--- config.mk ---
export PLATFORM = sky130hd
export DESIGN_NAME = output_accuracy_tracker
export DESIGN_NICKNAME = d
export VERILOG_FILES = /design/src/rtl/dnn_pkg.sv /design/src/rtl/ans_collector.sv /design/src/rtl/output_accuracy_tracker.sv
export SDC_FILE = /design/constraint.sdc
export NUM_CORES = 1
export LEC_CHECK = 0
export ABC_AREA = 1
export BUFFER_PORTS_ARGS = -buffer_cell sky130_fd_sc_hd__buf_2
export CORE_ASPECT_RATIO = 1.1
export CORE_MARGIN = 4
export CORE_UTILIZATION = 35
export DETAILED_ROUTE_END_ITERATION = 12
export GPL_TIMING_DRIVEN = 0
export PLACE_DENSITY = 0.57
export SKIP_CTS_REPAIR_TIMING = 1
export SYNTH_ARGS = -nofsm -noshare
export SYNTH_HDL_FRONTEND = slang
export SYNTH_SLANG_ARGS = --single-unit
--- constraint.sdc ---
create_clock -name clk -period 2.5 [get_ports clk]
set_input_delay 0.25 -clock clk [delete_from_list [all_inputs] [get_ports clk]]
set_output_delay 0.25 -clock clk [all_outputs]
set_load 0.01 [all_outputs]
--- src/rtl/dnn_pkg.sv ---
// Shared constants and helpers for the DNN output-side blocks.
package dnn_pkg;

  localparam int N_OUT_DEF  = 16;
  localparam int ZBYFI_DEF  = 1;
  localparam int CPC_DEF    = 18;
  localparam int L_DEF      = 3;
  localparam int WINDOW_DEF = 1024;

  // Ideal-answer chunks per block cycle for the default configuration.
  localparam int CHUNKS = N_OUT_DEF / ZBYFI_DEF;

  // $clog2 that never yields a zero-width vector.
  function automatic int clog2_safe(input int x);
    return (x <= 1) ? 1 : $clog2(x);
  endfunction

endpackage

--- src/rtl/ans_collector.sv ---
// Reassembles the streamed ideal answer and latches it once per block cycle.
module ans_collector
  import dnn_pkg::*;
#(
  parameter int n_out = 16,
  parameter int zbyfi = 1,
  parameter int cpc   = 18
) (
  input  logic                          clk,
  input  logic                          reset,
  input  logic [clog2_safe(cpc)-1:0]    cycle_index,
  input  logic [zbyfi-1:0]              ansL,
  output logic [n_out-1:0]              ans_done,
  output logic                          done
);

  localparam int NCH = n_out / zbyfi;
  localparam int CIW = clog2_safe(cpc);

  logic [n_out-1:0] ans_acc_q, ans_acc_d;
  logic [n_out-1:0] ans_done_q;

  // Transfer happens on the last clock of the block cycle.
  assign done     = (cycle_index == CIW'(cpc - 1));
  assign ans_done = ans_done_q;

  // Merge this clock's chunk; clocks 0 and 1 carry no answer data.
  always_comb begin
    ans_acc_d = ans_acc_q;
    for (int k = 0; k < NCH; k++) begin
      if (cycle_index == CIW'(k + 2))
        ans_acc_d[k*zbyfi +: zbyfi] = ansL;
    end
  end

  // Accumulator and completed-answer registers; transfer includes the same-clock chunk.
  always_ff @(posedge clk or posedge reset) begin
    if (reset) begin
      ans_acc_q  <= '0;
      ans_done_q <= '0;
    end else begin
      ans_acc_q <= ans_acc_d;
      if (done) ans_done_q <= ans_acc_d;
    end
  end

endmodule

--- src/rtl/output_accuracy_tracker.sv ---
// Scores each DNN prediction against the reassembled ideal answer and keeps windowed accuracy.
module output_accuracy_tracker
  import dnn_pkg::*;
#(
  parameter int n_out  = 16,
  parameter int zbyfi  = 1,
  parameter int cpc    = 18,
  parameter int L      = 3,
  parameter int window = 1024
) (
  input  logic                                clk,
  input  logic                                reset,
  input  logic [clog2_safe(cpc)-1:0]          cycle_index,
  input  logic                                en,
  input  logic [zbyfi-1:0]                    ansL,
  input  logic [n_out-1:0]                    actL_alln,
  output logic                                hit,
  output logic                                scored,
  output logic                                ans_err,
  output logic [clog2_safe(window+1)-1:0]     correct_count,
  output logic [clog2_safe(window+1)-1:0]     window_correct,
  output logic                                window_done
);

  localparam int CIW = clog2_safe(cpc);
  localparam int CCW = clog2_safe(window + 1);
  localparam int SCW = clog2_safe(window);
  localparam int WUW = clog2_safe(L + 1);
  localparam logic [n_out-1:0] ONE = n_out'(1);

  logic [n_out-1:0] ans_done;
  logic             xfer;

  ans_collector #(.n_out(n_out), .zbyfi(zbyfi), .cpc(cpc)) u_collect (
    .clk         (clk),
    .reset       (reset),
    .cycle_index (cycle_index),
    .ansL        (ansL),
    .ans_done    (ans_done),
    .done        (xfer)
  );

  logic           hit_q, hit_d, scored_q, scored_d, err_q, err_d, wdone_q, wdone_d;
  logic           ready_q, ready_d;
  logic [CCW-1:0] cc_q, cc_d, wc_q, wc_d;
  logic [SCW-1:0] samp_q, samp_d;
  logic [WUW-1:0] warm_q, warm_d, warm_inc;
  logic           onehot, score;

  assign onehot = (ans_done != '0) && ((ans_done & (ans_done - ONE)) == '0);
  assign score  = ready_q && (cycle_index == '0);
  assign warm_inc = (warm_q == WUW'(L)) ? warm_q : warm_q + WUW'(1);

  assign hit            = hit_q;
  assign scored         = scored_q;
  assign ans_err        = err_q;
  assign window_done    = wdone_q;
  assign correct_count  = cc_q;
  assign window_correct = wc_q;

  // Warm-up/ready decision at transfer, scoring and window accounting at clock 0.
  always_comb begin
    warm_d   = warm_q;
    ready_d  = ready_q;
    cc_d     = cc_q;
    wc_d     = wc_q;
    samp_d   = samp_q;
    hit_d    = 1'b0;
    scored_d = 1'b0;
    err_d    = 1'b0;
    wdone_d  = 1'b0;
    if (xfer) begin
      warm_d  = warm_inc;
      // The transfer that completes warm-up is already eligible.
      ready_d = en && (warm_inc == WUW'(L));
    end
    if (score) begin
      ready_d  = 1'b0;
      scored_d = 1'b1;
      err_d    = !onehot;
      hit_d    = onehot && ((ans_done & actL_alln) != '0);
      if (samp_q == SCW'(window - 1)) begin
        wc_d    = cc_q + CCW'(hit_d);
        cc_d    = '0;
        samp_d  = '0;
        wdone_d = 1'b1;
      end else begin
        cc_d   = cc_q + CCW'(hit_d);
        samp_d = samp_q + SCW'(1);
      end
    end
  end

  // State and registered strobes.
  always_ff @(posedge clk or posedge reset) begin
    if (reset) begin
      warm_q   <= '0;
      ready_q  <= 1'b0;
      cc_q     <= '0;
      wc_q     <= '0;
      samp_q   <= '0;
      hit_q    <= 1'b0;
      scored_q <= 1'b0;
      err_q    <= 1'b0;
      wdone_q  <= 1'b0;
    end else begin
      warm_q   <= warm_d;
      ready_q  <= ready_d;
      cc_q     <= cc_d;
      wc_q     <= wc_d;
      samp_q   <= samp_d;
      hit_q    <= hit_d;
      scored_q <= scored_d;
      err_q    <= err_d;
      wdone_q  <= wdone_d;
    end
  end

endmodule
==> impl_table.tex, run 1 <==
\begin{tabular}{lr}
\hline
Metric & Value \\
\hline
\multicolumn{2}{l}{\textbf{Outcome}} \\
Result of the run & finished with violations \\
Failing checks & setup timing \\
\multicolumn{2}{l}{\textbf{Global routing}} \\
GRT Overall Usage & 14.9\% \\
Antenna violations before repair & 0 \\
Grt ovf & 0 \\
Wire length of the first global-routing pass & 13500 um \\
Vias in the first global route & 2844 \\
Maximum number of pins on one net before global-route repair & 71 \\
\multicolumn{2}{l}{\textbf{Hold path}} \\
Worst min-delay path category & primary input to asynchronous set/reset pin \\
\multicolumn{2}{l}{\textbf{Job}} \\
Max-Cap Viols & 0 \\
\multicolumn{2}{l}{\textbf{Placed design}} \\
Area after DPL & 3780 um2 \\
Estimated wirelength of the detail-placed design & 5870 um \\
Placer Congestion & 0.853 \\
Number of cells in the design after placement & 585 \\
Input/output buffers & 50 \\
\multicolumn{2}{l}{\textbf{Die}} \\
Die span in x & 102 um \\
Cell row count & 37 \\
Die Footprint & 11300 um2 \\
Boundary Pins & 51 \\
Floorplan Core Area & 9400 um2 \\
Die Span Y & 111 um \\
Starting density of the core & 36.0\% \\
\multicolumn{2}{l}{\textbf{Layout}} \\
Number of nets in the layout & 513 \\
Share of layout cells above drive strength 1 & 23.7\% \\
Final non-filler cell total & 607 \\
Post-synthesis to final-layout area growth & 22.7\% \\
Finished Cell Area & 4150 um2 \\
Final antenna diode count & 0 \\
\# fillers & 948 \\
\multicolumn{2}{l}{\textbf{Power and ir drop}} \\
Leakage power total & 2.15 nW \\
Max VDD drop & 0.000341 V \\
Power density normalized to cell area & 769 nW/um2 \\
\multicolumn{2}{l}{\textbf{Clock network}} \\
Number of clock sinks & 70 \\
Root Buffer Master & sky130\_fd\_sc\_hd\_\_clkbuf\_8 \\
CTS max path bufs & 2 \\
H-tree depth & 3 \\
Clock tree from TritonCTS & built \\
TritonCTS Buffers & 9 \\
Clk Latency, worst-skew pair & 0.35 ns \\
Clock transition at path regs & 0.09 ns \\
\multicolumn{2}{l}{\textbf{Synthesis}} \\
Share of the synthesized area in the top cell type & 51.8\% \\
Gate count of the mapped netlist & 418 \\
Post-synthesis cell type count & 31 \\
Post-Syn Nets & 446 \\
Dominant cell type by area after synthesis & sky130\_fd\_sc\_hd\_\_dfrtp\_1 \\
Share of the yosys chip area belonging to registers & 51.8\% \\
Leading cell types by total area after synthesis & sky130\_fd\_sc\_hd\_\_dfrtp\_1 52\%, sky130\_fd\_sc\_hd\_\_nand2\_1 15\%, sky130\_fd\_sc\_hd\_\_nor2\_1 5.2\% \\
Avg Synthesized Cell Area & 8.08 um2 \\
Warnings, synthesis & 0 \\
Post-synth design cell area & 3380 um2 \\
Synthesis-stage register bit count & 70 \\
\multicolumn{2}{l}{\textbf{Worst setup path}} \\
Launch point of the worst reg-to-reg path & u\_collect.ans\_done[0] \\
Highest fanout seen on the critical path & 5 \\
Critical Path Source & u\_collect.ans\_done[0] \\
Data arrival at the endpoint of the critical path & 2.99 ns \\
Crit start category & flop \\
Startpoint-to-endpoint class of the critical path & flop to flop \\
Required time of the critical path & 2.79 ns \\
CP Capture Type & flop \\
\multicolumn{2}{l}{\textbf{Routing}} \\
Wirelength per Cell & 13.4 um \\
Routed WL & 8130 um \\
Iteration-0 DRC count of the detailed router & 96 \\
Post-detailed-route count of antenna-violating nets & 0 \\
Length of the first detailed-routing pass in iterations & 4 \\
Residual DRC count & 0 \\
Total vias in the final route & 2899 \\
Drt via density & 4.78 \\
\multicolumn{2}{l}{\textbf{STA}} \\
Setup Total Neg Slack & -1.40 ns \\
Max Clock Skew & 0.0159 ns \\
Slew at the pin with the worst max-slew slack & 0.879 ns \\
Setup violation total in the final timing report & 10 \\
Total count of max-transition violations in the final report & 0 \\
Post-route setup slack & -0.195 ns \\
Relative slew margins & 41.4\% \\
Shortest period the worst path allows & 2.69 ns \\
Unrepaired setup endpoints after global routing & yes \\
Timing-limited maximum frequency & 0.371 GHz \\
Post-route fraction of the period consumed by the critical path & 108\% \\
Hold Vio Cnt, Final & 0 \\
\hline
\end{tabular}
==> metrics by stage <==
| step | worst slack [ns] | utilization (%) | hold slack (ns) | power [mW] |
|---|---|---|---|---|
| 2_1_floorplan | 0.0491 | - | 0.371 | 1.99 |
| 3_3_place_gp | -0.550 | 40.2 | 0.459 | 2.21 |
| 3_5_place_dp | -0.555 | 40.2 | 0.467 | 2.22 |
| 4_1_cts | -0.585 | 42.2 | 0.115 | 3.13 |
| 5_1_grt | -0.449 | 44.1 | 0.139 | 3.41 |
| 6_report | -0.195 | 44.1 | 0.0722 | 3.19 |
==> cell usage in the layout (no fill, tap or decap), drive strengths merged <==
master	instances
ha	3
a31oi	13
a21oi	20
or2	2
nor2	52
inv	43
xor2	9
clkbuf	13
o21bai	1
bufinv	1
mux2i	1
buf	61
nor4	1
xnor2	1
and2	1
o21ai	26
nor3	6
clkinv	5
o22ai	6
nand2	138
nor3b	1
dfrtp	70
nand4	8
nand3	8
==> cells by family after synthesis <==
logic type / after synthesis / synth area share (%)
muxes: 1 / 0.296
DFF: 70 / 51.8
and+or+nand+nor: 217 / 27.7
buffers and inverters: 51 / 5.92
AOI/OAI and AO/OA: 66 / 10.6
adders and majority gates: 3 / 1.11
xor gates and xnor gates: 10 / 2.59
==> registers in the layout (all words and copies together), names as in the netlist <==
register	flops
u_collect.ans_done	16
u_collect.ans_acc_q	15
correct_count	11
window_correct	11
samp_q	10
warm_q	2
ans_err	1
hit	1
ready_q	1
scored	1
window_done	1
==> worst paths after layout <==
check                      slack [ns]                endpoint  cells after the start
setup reg to reg                -0.19       window_correct[8]                     18
setup / recovery                -0.19       window_correct[8]                     18
min in group clk                 0.17  u_collect.ans_done[15]                      3
hold / removal                   0.07       window_correct[4]                      2
max in group asynchronous        1.78   u_collect.ans_done[5]                      2
hold reg to reg                  0.48               samp_q[4]                      1
==> worst max-delay path, stage by stage, from the launching register on <==
cell and delay [ns]:
sky130_fd_sc_hd__dfrtp_2 0.45, sky130_fd_sc_hd__nor2_4 0.19, sky130_fd_sc_hd__nand2_2 0.11, sky130_fd_sc_hd__nor2_4 0.11
sky130_fd_sc_hd__nor2_1 0.05, sky130_fd_sc_hd__nor2_1 0.09, sky130_fd_sc_hd__nand2_1 0.07, sky130_fd_sc_hd__nor2_2 0.12
sky130_fd_sc_hd__nand4_1 0.19, sky130_fd_sc_hd__inv_2 0.12, sky130_fd_sc_hd__ha_4 0.15, sky130_fd_sc_hd__ha_4 0.14
sky130_fd_sc_hd__nand3_4 0.09, sky130_fd_sc_hd__nor3_4 0.19, sky130_fd_sc_hd__nand2_1 0.09, sky130_fd_sc_hd__nor2_1 0.14
sky130_fd_sc_hd__xor2_1 0.22, sky130_fd_sc_hd__nand2_1 0.08, sky130_fd_sc_hd__nand2_1 0.06
==> area by class of cell <==
class,instances,area (um2),area share [%]
Inverter,43,166,4.01
Multi-Input combinational cell,297,1550,37.4
Sequential cell,70,1760,42.4
Buffer,8,36.3,0.875
Timing Repair Buffer,56,299,7.21
Clock inverter,6,62.6,1.51
Tap cell,117,146,3.53
Clock buffer,10,128,3.08
==> report_power, final <==
| group | internal [mW] | switching, mW |
|---|---|---|
| combinational | 0.299 | 0.458 |
| clock | 0.460 | 0.443 |
| sequential | 1.32 | 0.205 |
==> Yosys cell counts (all sizes together) <==
| cell | instances |
|---|---|
| nand4 | 8 |
| o21ai | 26 |
| and2 | 1 |
| nor3b | 1 |
| ha | 3 |
| o21bai | 1 |
| nor4 | 1 |
| a21oi | 20 |
| nand3 | 8 |
| nor3 | 6 |
| a31oi | 13 |
| mux2i | 1 |
| dfrtp | 70 |
| xnor2 | 1 |
| inv | 43 |
| buf | 5 |
| clkbuf | 3 |
| nor2 | 52 |
| nand2 | 138 |
| or2 | 2 |
| o22ai | 6 |
| xor2 | 9 |
==> metal layers <==
layer / vias to the layer above / track usage (%) / share of wire, %
met1: 1362 / 19.4 / 45
met5: - / 0 / 0
met2: 57 / 24.9 / 49
li1: 1473 / - / -
met4: 0 / 3.19 / 0.87
met3: 7 / 3.78 / 5.0
Power figures use the tool's default switching activity.
==> inputs of run 2 (changes only) <==
CORE_ASPECT_RATIO = 0.7   (was 1.1)
PLACE_DENSITY = 0.55   (was 0.57)
clock period = 2.8 ns   (was 2.5 ns; I/O delays follow)
==> run 2 against run 1 <==
Net effect:
- maximum frequency grew 0.16%
- first-iteration DRC count rose to 2.8 times the previous value
- final cell count rose by 0.82%
- global-route usage increased by 0.39 points
- critical endpoint unchanged
- setup slack better by 0.30 ns
- count of clock-buffer cells in the layout rose by 1
- the run now ends clean
- wire length is 2.6% higher
- largest cell class unchanged
- die area rose by 0.21%
- via count is 1.5% higher
==> impl_table.tex, run 2 (same netlist as run 1, synthesis figures left out) <==
\begin{tabular}{lr}
\hline
Metric & Value \\
\hline
\multicolumn{2}{l}{\textbf{Layout}} \\
\# fillers & 909 \\
Commonest non-fill, non-tap cells in the layout & 132 x sky130\_fd\_sc\_hd\_\_nand2\_1, 66 x sky130\_fd\_sc\_hd\_\_dfrtp\_1, 55 x sky130\_fd\_sc\_hd\_\_buf\_2 \\
Finished Cell Area & 4260 um2 \\
Post-synthesis to final-layout area growth & 26.0\% \\
Max FFs per register & 16 \\
Share of layout cells above drive strength 1 & 24.0\% \\
Most frequent standard cell in the layout excluding fill and tap cells & sky130\_fd\_sc\_hd\_\_nand2\_1 \\
Number of nets in the layout & 511 \\
Final antenna diode count & 0 \\
\multicolumn{2}{l}{\textbf{STA}} \\
Total count of max-transition violations in the final report & 0 \\
Setup Total Neg Slack & 0 ns \\
Max Clock Skew & 0.00534 ns \\
Hold Vio Cnt, Final & 0 \\
Unrepaired setup endpoints after global routing & yes \\
Post-route setup slack & 0.110 ns \\
Timing-limited maximum frequency & 0.372 GHz \\
Shortest period the worst path allows & 2.69 ns \\
Post-route fraction of the period consumed by the critical path & 96.1\% \\
Slew at the pin with the worst max-slew slack & 0.840 ns \\
Relative slew margins & 44.0\% \\
Setup violation total in the final timing report & 0 \\
\multicolumn{2}{l}{\textbf{Clock network}} \\
Root Buffer Master & sky130\_fd\_sc\_hd\_\_clkbuf\_16 \\
Number of clock sinks & 70 \\
Clock tree from TritonCTS & built \\
Clock transition at path regs & 0.06 ns \\
CTS max path bufs & 2 \\
H-tree depth & 3 \\
TritonCTS Buffers & 9 \\
Clk Latency, worst-skew pair & 0.33 ns \\
\multicolumn{2}{l}{\textbf{Placed design}} \\
Area after DPL & 3790 um2 \\
Estimated wirelength of the detail-placed design & 6030 um \\
Setup WS pre-CTS & -0.287 ns \\
Input/output buffers & 50 \\
Placer Congestion & 0.850 \\
\multicolumn{2}{l}{\textbf{Power and ir drop}} \\
Power density normalized to cell area & 756 nW/um2 \\
Total Power & 3.22 mW \\
Max VDD drop & 0.000348 V \\
Leakage power total & 2.17 nW \\
\multicolumn{2}{l}{\textbf{Job}} \\
Max-Cap Viols & 0 \\
\multicolumn{2}{l}{\textbf{Worst setup path}} \\
Highest fanout seen on the critical path & 5 \\
Setup slack on the worst flop-to-flop path & 0.11 ns \\
Startpoint-to-endpoint class of the critical path & flop to flop \\
Data arrival at the endpoint of the critical path & 2.95 ns \\
Launch point of the worst reg-to-reg path & u\_collect.ans\_done[0] \\
Endpoint of the most critical setup path & window\_correct[8] \\
Reg-to-reg endpoint & window\_correct[8] \\
Required time of the critical path & 3.06 ns \\
Register-to-Register Path Depth & 18 \\
CP Cell Sequence & nor2\_4 -> nand2\_2 -> inv\_2 -> nor2\_1 -> nor2\_2 -> nand2\_1 -> nor2\_2 -> nand4\_1 -> inv\_2 -> ha\_4 -> ha\_4 -> nand3\_4 -> nor3\_4 -> nand2\_2 -> nor2\_4 -> xor2\_2 -> nand2\_1 -> nand2\_1 \\
Worst path most repeated cell & sky130\_fd\_sc\_hd\_\_nand2\_1 \\
CP Capture Type & flop \\
Critical Path Source & u\_collect.ans\_done[0] \\
Buf+Inv Stages, Crit Path & 2 \\
Family with the most delay on the worst path & simple AND/OR/NAND/NOR gates \\
CP peak stage delay & 0.43 ns \\
Crit start category & flop \\
Worst path slowest cell & sky130\_fd\_sc\_hd\_\_dfrtp\_2 \\
Critical path depth & 18 \\
\multicolumn{2}{l}{\textbf{Die}} \\
Boundary Pins & 51 \\
Cell row count & 29 \\
Starting density of the core & 36.5\% \\
Die Footprint & 11300 um2 \\
Die Span Y & 90.2 um \\
Floorplan Core Area & 9250 um2 \\
Die span in x & 125 um \\
\multicolumn{2}{l}{\textbf{Routing}} \\
Iteration-0 DRC count of the detailed router & 269 \\
Total vias in the final route & 2942 \\
Residual DRC count & 0 \\
Drt via density & 4.81 \\
Post-detailed-route count of antenna-violating nets & 0 \\
Wirelength per Cell & 13.6 um \\
Length of the first detailed-routing pass in iterations & 5 \\
Routed WL & 8340 um \\
\multicolumn{2}{l}{\textbf{Global routing}} \\
Antenna violations before repair & 0 \\
Maximum number of pins on one net before global-route repair & 71 \\
Grt ovf & 0 \\
GRT Overall Usage & 15.3\% \\
Vias in the first global route & 2754 \\
Wire length of the first global-routing pass & 14000 um \\
\multicolumn{2}{l}{\textbf{Hold path}} \\
Worst min-delay path category & primary input to asynchronous set/reset pin \\
\multicolumn{2}{l}{\textbf{Outcome}} \\
Result of the run & finished, final reports clean \\
\hline
\end{tabular}
==> run 2: changes by cell type in the layout (fill, tap and decap cells not counted), sizes merged <==
cell / before / now
buf: 61 / 59
clkbuf: 13 / 14
clkinv: 5 / 2
clkinvlp: 0 / 1
inv: 43 / 44
==> run 2: stage by stage <==
stage	hold slack (ns)	utilization, %	cells
after CTS	0.174	44.3	608
final	0.135	46.0	612
after floorplan	0.401	-	418
after global routing	0.208	46.0	612
after detailed placement	0.466	40.9	592
after global placement	0.463	40.9	592
==> run 2: how the worst min path moves through the flow <==
stage               depth (start not counted)         startpoint                       to
floorplan                                   2               ansL   u_collect.ans_done[15]
finish                                      2              reset         correct_count[4]
global route                                2              reset                   scored
detailed placement                          2  window_correct[8]        window_correct[8]
global placement                            2  window_correct[8]        window_correct[8]
CTS                                         2              reset  u_collect.ans_acc_q[11]
==> run 2: power breakdown <==
part / switching, mW / internal (mW) / total, mW
sequential: 0.182 / 1.18 / 1.37
combinational: 0.423 / 0.270 / 0.693
clock: 0.425 / 0.737 / 1.16
total: 1.03 / 2.19 / 3.22
==> run 2: metal layers <==
metal  vias up  GRT usage, %  routed length, um
li1       1483             -                  -
met1      1382          23.6               4460
met2        66          20.5               3400
met3        11          3.91                380
met4         0          4.96                106
met5         -             0                  0
==> run 2: area by class of cell <==
cell class | count | area (um2) | area share (%)
flip-flops and latches | 70 | 1760 | 41.3
multi-input cells | 297 | 1550 | 36.5
repair buffers | 54 | 280 | 6.58
clock buffers | 11 | 253 | 5.94
inverters | 43 | 166 | 3.91
well taps | 124 | 155 | 3.64
clock inverters | 5 | 56.3 | 1.32
plain buffers | 8 | 36.3 | 0.852
==> inputs of run 3 (changes only) <==
CORE_ASPECT_RATIO = default   (was 0.7)
clock period = 2.7 ns   (was 2.8 ns; I/O delays follow)
==> run 3 against run 2 <==
Net effect:
- the flow now finishes with violations (setup timing)
- core utilization shrank 2.0 points
- final cell count increased by 0.49%
- maximum frequency is 1.0% lower
- die area decreased by 0.22%
- combinational power is 0.9% higher
- count of clock-buffer cells in the layout is 2 lower
- critical path depth is the same
- clock power down 38%
- non-clock buffer count decreased by 1
- cell area is 3.5% lower
- largest cell class unchanged
==> impl_table.tex, run 3 (same netlist as run 1, synthesis figures left out) <==
\begin{tabular}{lr}
\hline
Metric & Value \\
\hline
\multicolumn{2}{l}{\textbf{Outcome}} \\
Failing checks & setup timing \\
Result of the run & finished with violations \\
\multicolumn{2}{l}{\textbf{Worst setup path}} \\
Highest fanout seen on the critical path & 5 \\
Launch point of the worst reg-to-reg path & u\_collect.ans\_done[0] \\
Reg-to-reg endpoint & window\_correct[8] \\
Register-to-Register Path Depth & 18 \\
Endpoint of the most critical setup path & window\_correct[8] \\
Startpoint-to-endpoint class of the critical path & flop to flop \\
Crit start category & flop \\
Required time of the critical path & 2.99 ns \\
Setup slack on the worst flop-to-flop path & -0.02 ns \\
CP Capture Type & flop \\
Critical Path Source & u\_collect.ans\_done[0] \\
Data arrival at the endpoint of the critical path & 3.01 ns \\
\multicolumn{2}{l}{\textbf{Routing}} \\
Post-detailed-route count of antenna-violating nets & 0 \\
Total vias in the final route & 2918 \\
Wirelength per Cell & 13.0 um \\
Length of the first detailed-routing pass in iterations & 4 \\
Drt via density & 4.74 \\
Routed WL & 7990 um \\
Residual DRC count & 0 \\
Iteration-0 DRC count of the detailed router & 108 \\
\multicolumn{2}{l}{\textbf{Placed design}} \\
Placer Congestion & 0.830 \\
Estimated wirelength of the detail-placed design & 5900 um \\
Number of cells in the design after placement & 597 \\
Input/output buffers & 50 \\
\multicolumn{2}{l}{\textbf{STA}} \\
Relative slew margins & 42.8\% \\
Shortest period the worst path allows & 2.72 ns \\
Total count of max-transition violations in the final report & 0 \\
Post-route fraction of the period consumed by the critical path & 101\% \\
Slew at the pin with the worst max-slew slack & 0.858 ns \\
Setup violation total in the final timing report & 3 \\
Max Clock Skew & 0.0117 ns \\
Hold Vio Cnt, Final & 0 \\
Setup Total Neg Slack & -0.0456 ns \\
Timing-limited maximum frequency & 0.368 GHz \\
Unrepaired setup endpoints after global routing & yes \\
Post-route setup slack & -0.0181 ns \\
\multicolumn{2}{l}{\textbf{Layout}} \\
Share of layout cells above drive strength 1 & 22.6\% \\
Area of the multi-input gates & 1560 um2 \\
Max FFs per register & 16 \\
Post-layout utilization of the core & 44.1\% \\
Number of nets in the layout & 510 \\
Final non-filler cell total & 615 \\
Post-synthesis to final-layout area growth & 21.6\% \\
Commonest non-fill, non-tap cells in the layout & 132 x sky130\_fd\_sc\_hd\_\_nand2\_1, 68 x sky130\_fd\_sc\_hd\_\_dfrtp\_1, 55 x sky130\_fd\_sc\_hd\_\_buf\_2 \\
Final antenna diode count & 0 \\
Register area & 1750 um2 \\
\# fillers & 983 \\
Most frequent standard cell in the layout excluding fill and tap cells & sky130\_fd\_sc\_hd\_\_nand2\_1 \\
\multicolumn{2}{l}{\textbf{Die}} \\
Die Footprint & 11300 um2 \\
Boundary Pins & 51 \\
Starting density of the core & 36.2\% \\
Cell row count & 35 \\
Floorplan Core Area & 9330 um2 \\
Die Span Y & 106 um \\
Die span in x & 106 um \\
\multicolumn{2}{l}{\textbf{Clock network}} \\
Clock transition at path regs & 0.08 ns \\
CTS max path bufs & 2 \\
Root Buffer Master & sky130\_fd\_sc\_hd\_\_clkbuf\_8 \\
Clock tree from TritonCTS & built \\
H-tree depth & 3 \\
TritonCTS Buffers & 9 \\
Number of clock sinks & 70 \\
Clk Latency, worst-skew pair & 0.35 ns \\
\multicolumn{2}{l}{\textbf{Global routing}} \\
Vias in the first global route & 2898 \\
GRT Overall Usage & 15.1\% \\
Wire length of the first global-routing pass & 13700 um \\
Maximum number of pins on one net before global-route repair & 71 \\
Antenna violations before repair & 0 \\
Grt ovf & 0 \\
\multicolumn{2}{l}{\textbf{Hold path}} \\
Worst min-delay path category & primary input to asynchronous set/reset pin \\
\multicolumn{2}{l}{\textbf{Power and ir drop}} \\
Power density normalized to cell area & 686 nW/um2 \\
Max VDD drop & 0.000339 V \\
Leakage power total & 2.11 nW \\
\multicolumn{2}{l}{\textbf{Job}} \\
Max-Cap Viols & 0 \\
\hline
\end{tabular}
run 3: cell count changes in the layout (fill, tap and decap cells not counted), moves of 2 or more:
cell | before | now
sky130_fd_sc_hd__clkbuf_16 | 9 | 0
sky130_fd_sc_hd__clkbuf_8 | 2 | 9
sky130_fd_sc_hd__nor2_1 | 36 | 39
sky130_fd_sc_hd__dfrtp_1 | 66 | 68
sky130_fd_sc_hd__dfrtp_2 | 4 | 2
sky130_fd_sc_hd__inv_1 | 38 | 40
sky130_fd_sc_hd__inv_2 | 3 | 1
sky130_fd_sc_hd__nor2_2 | 9 | 7
run 3: cell type report:
class,count,area share [%]
Multi-Input combinational cell,297,37.9
Tap cell,129,3.93
Clock buffer,9,3.01
Timing Repair Buffer,53,6.64
Buffer,8,0.883
Clock inverter,6,0.944
Inverter,43,4.05
Sequential cell,70,42.7
run 3: metrics by stage:
step	hold slack, ns	power (mW)	setup slack [ns]	instance area, um2
final	0.107	2.82	-0.0181	4110
after detailed placement	0.465	2.05	-0.419	3790
after floorplan	0.391	1.84	0.249	3380
after global routing	0.150	3.04	-0.254	4110
after CTS	0.143	2.79	-0.456	3960
after global placement	0.460	2.04	-0.422	3790
run 3: how the worst min path moves through the flow:
stage / start / to / depth (start not counted)
6_report: reset / window_correct[6] / 2
4_1_cts: reset / ready_q / 2
5_1_grt: ansL / u_collect.ans_done[15] / 3
3_3_place_gp: samp_q[4] / samp_q[4] / 1
2_1_floorplan: ansL / u_collect.ans_done[15] / 2
3_5_place_dp: samp_q[4] / samp_q[4] / 1
run 3: routing by layer:
layer  track usage (%)  vias to the layer above  part of all wire, %
met5                 0                        -                    0
met4              4.16                        0                  1.2
met3              4.19                        9                  4.1
met2              25.5                       48                   50
met1              19.1                     1391                   45
li1                  -                     1470                    -
run 3: power breakdown:
| group | leakage [nW] | internal, mW | total, mW | switching (mW) |
|---|---|---|---|---|
| Sequential | 0.879 | 1.22 | 1.40 | 0.175 |
| Clock | 0.0813 | 0.326 | 0.721 | 0.396 |
| Combinational | 1.15 | 0.269 | 0.699 | 0.429 |
| Total | 2.11 | 1.82 | 2.82 | 1.00 |
run 3: critical path: stages, from the launching register on:
cell and delay (ns):
sky130_fd_sc_hd__dfrtp_2 0.45, sky130_fd_sc_hd__nor2_4 0.18, sky130_fd_sc_hd__nand2_1 0.09, sky130_fd_sc_hd__inv_1 0.12
sky130_fd_sc_hd__nor2_1 0.05, sky130_fd_sc_hd__nor2_1 0.11, sky130_fd_sc_hd__nand2_1 0.06, sky130_fd_sc_hd__nor2_1 0.13
sky130_fd_sc_hd__nand4_1 0.20, sky130_fd_sc_hd__inv_1 0.14, sky130_fd_sc_hd__ha_4 0.16, sky130_fd_sc_hd__ha_4 0.14
sky130_fd_sc_hd__nand3_4 0.09, sky130_fd_sc_hd__nor3_4 0.20, sky130_fd_sc_hd__nand2_2 0.09, sky130_fd_sc_hd__nor2_4 0.13
sky130_fd_sc_hd__xor2_2 0.17, sky130_fd_sc_hd__nand2_1 0.07, sky130_fd_sc_hd__nand2_1 0.05
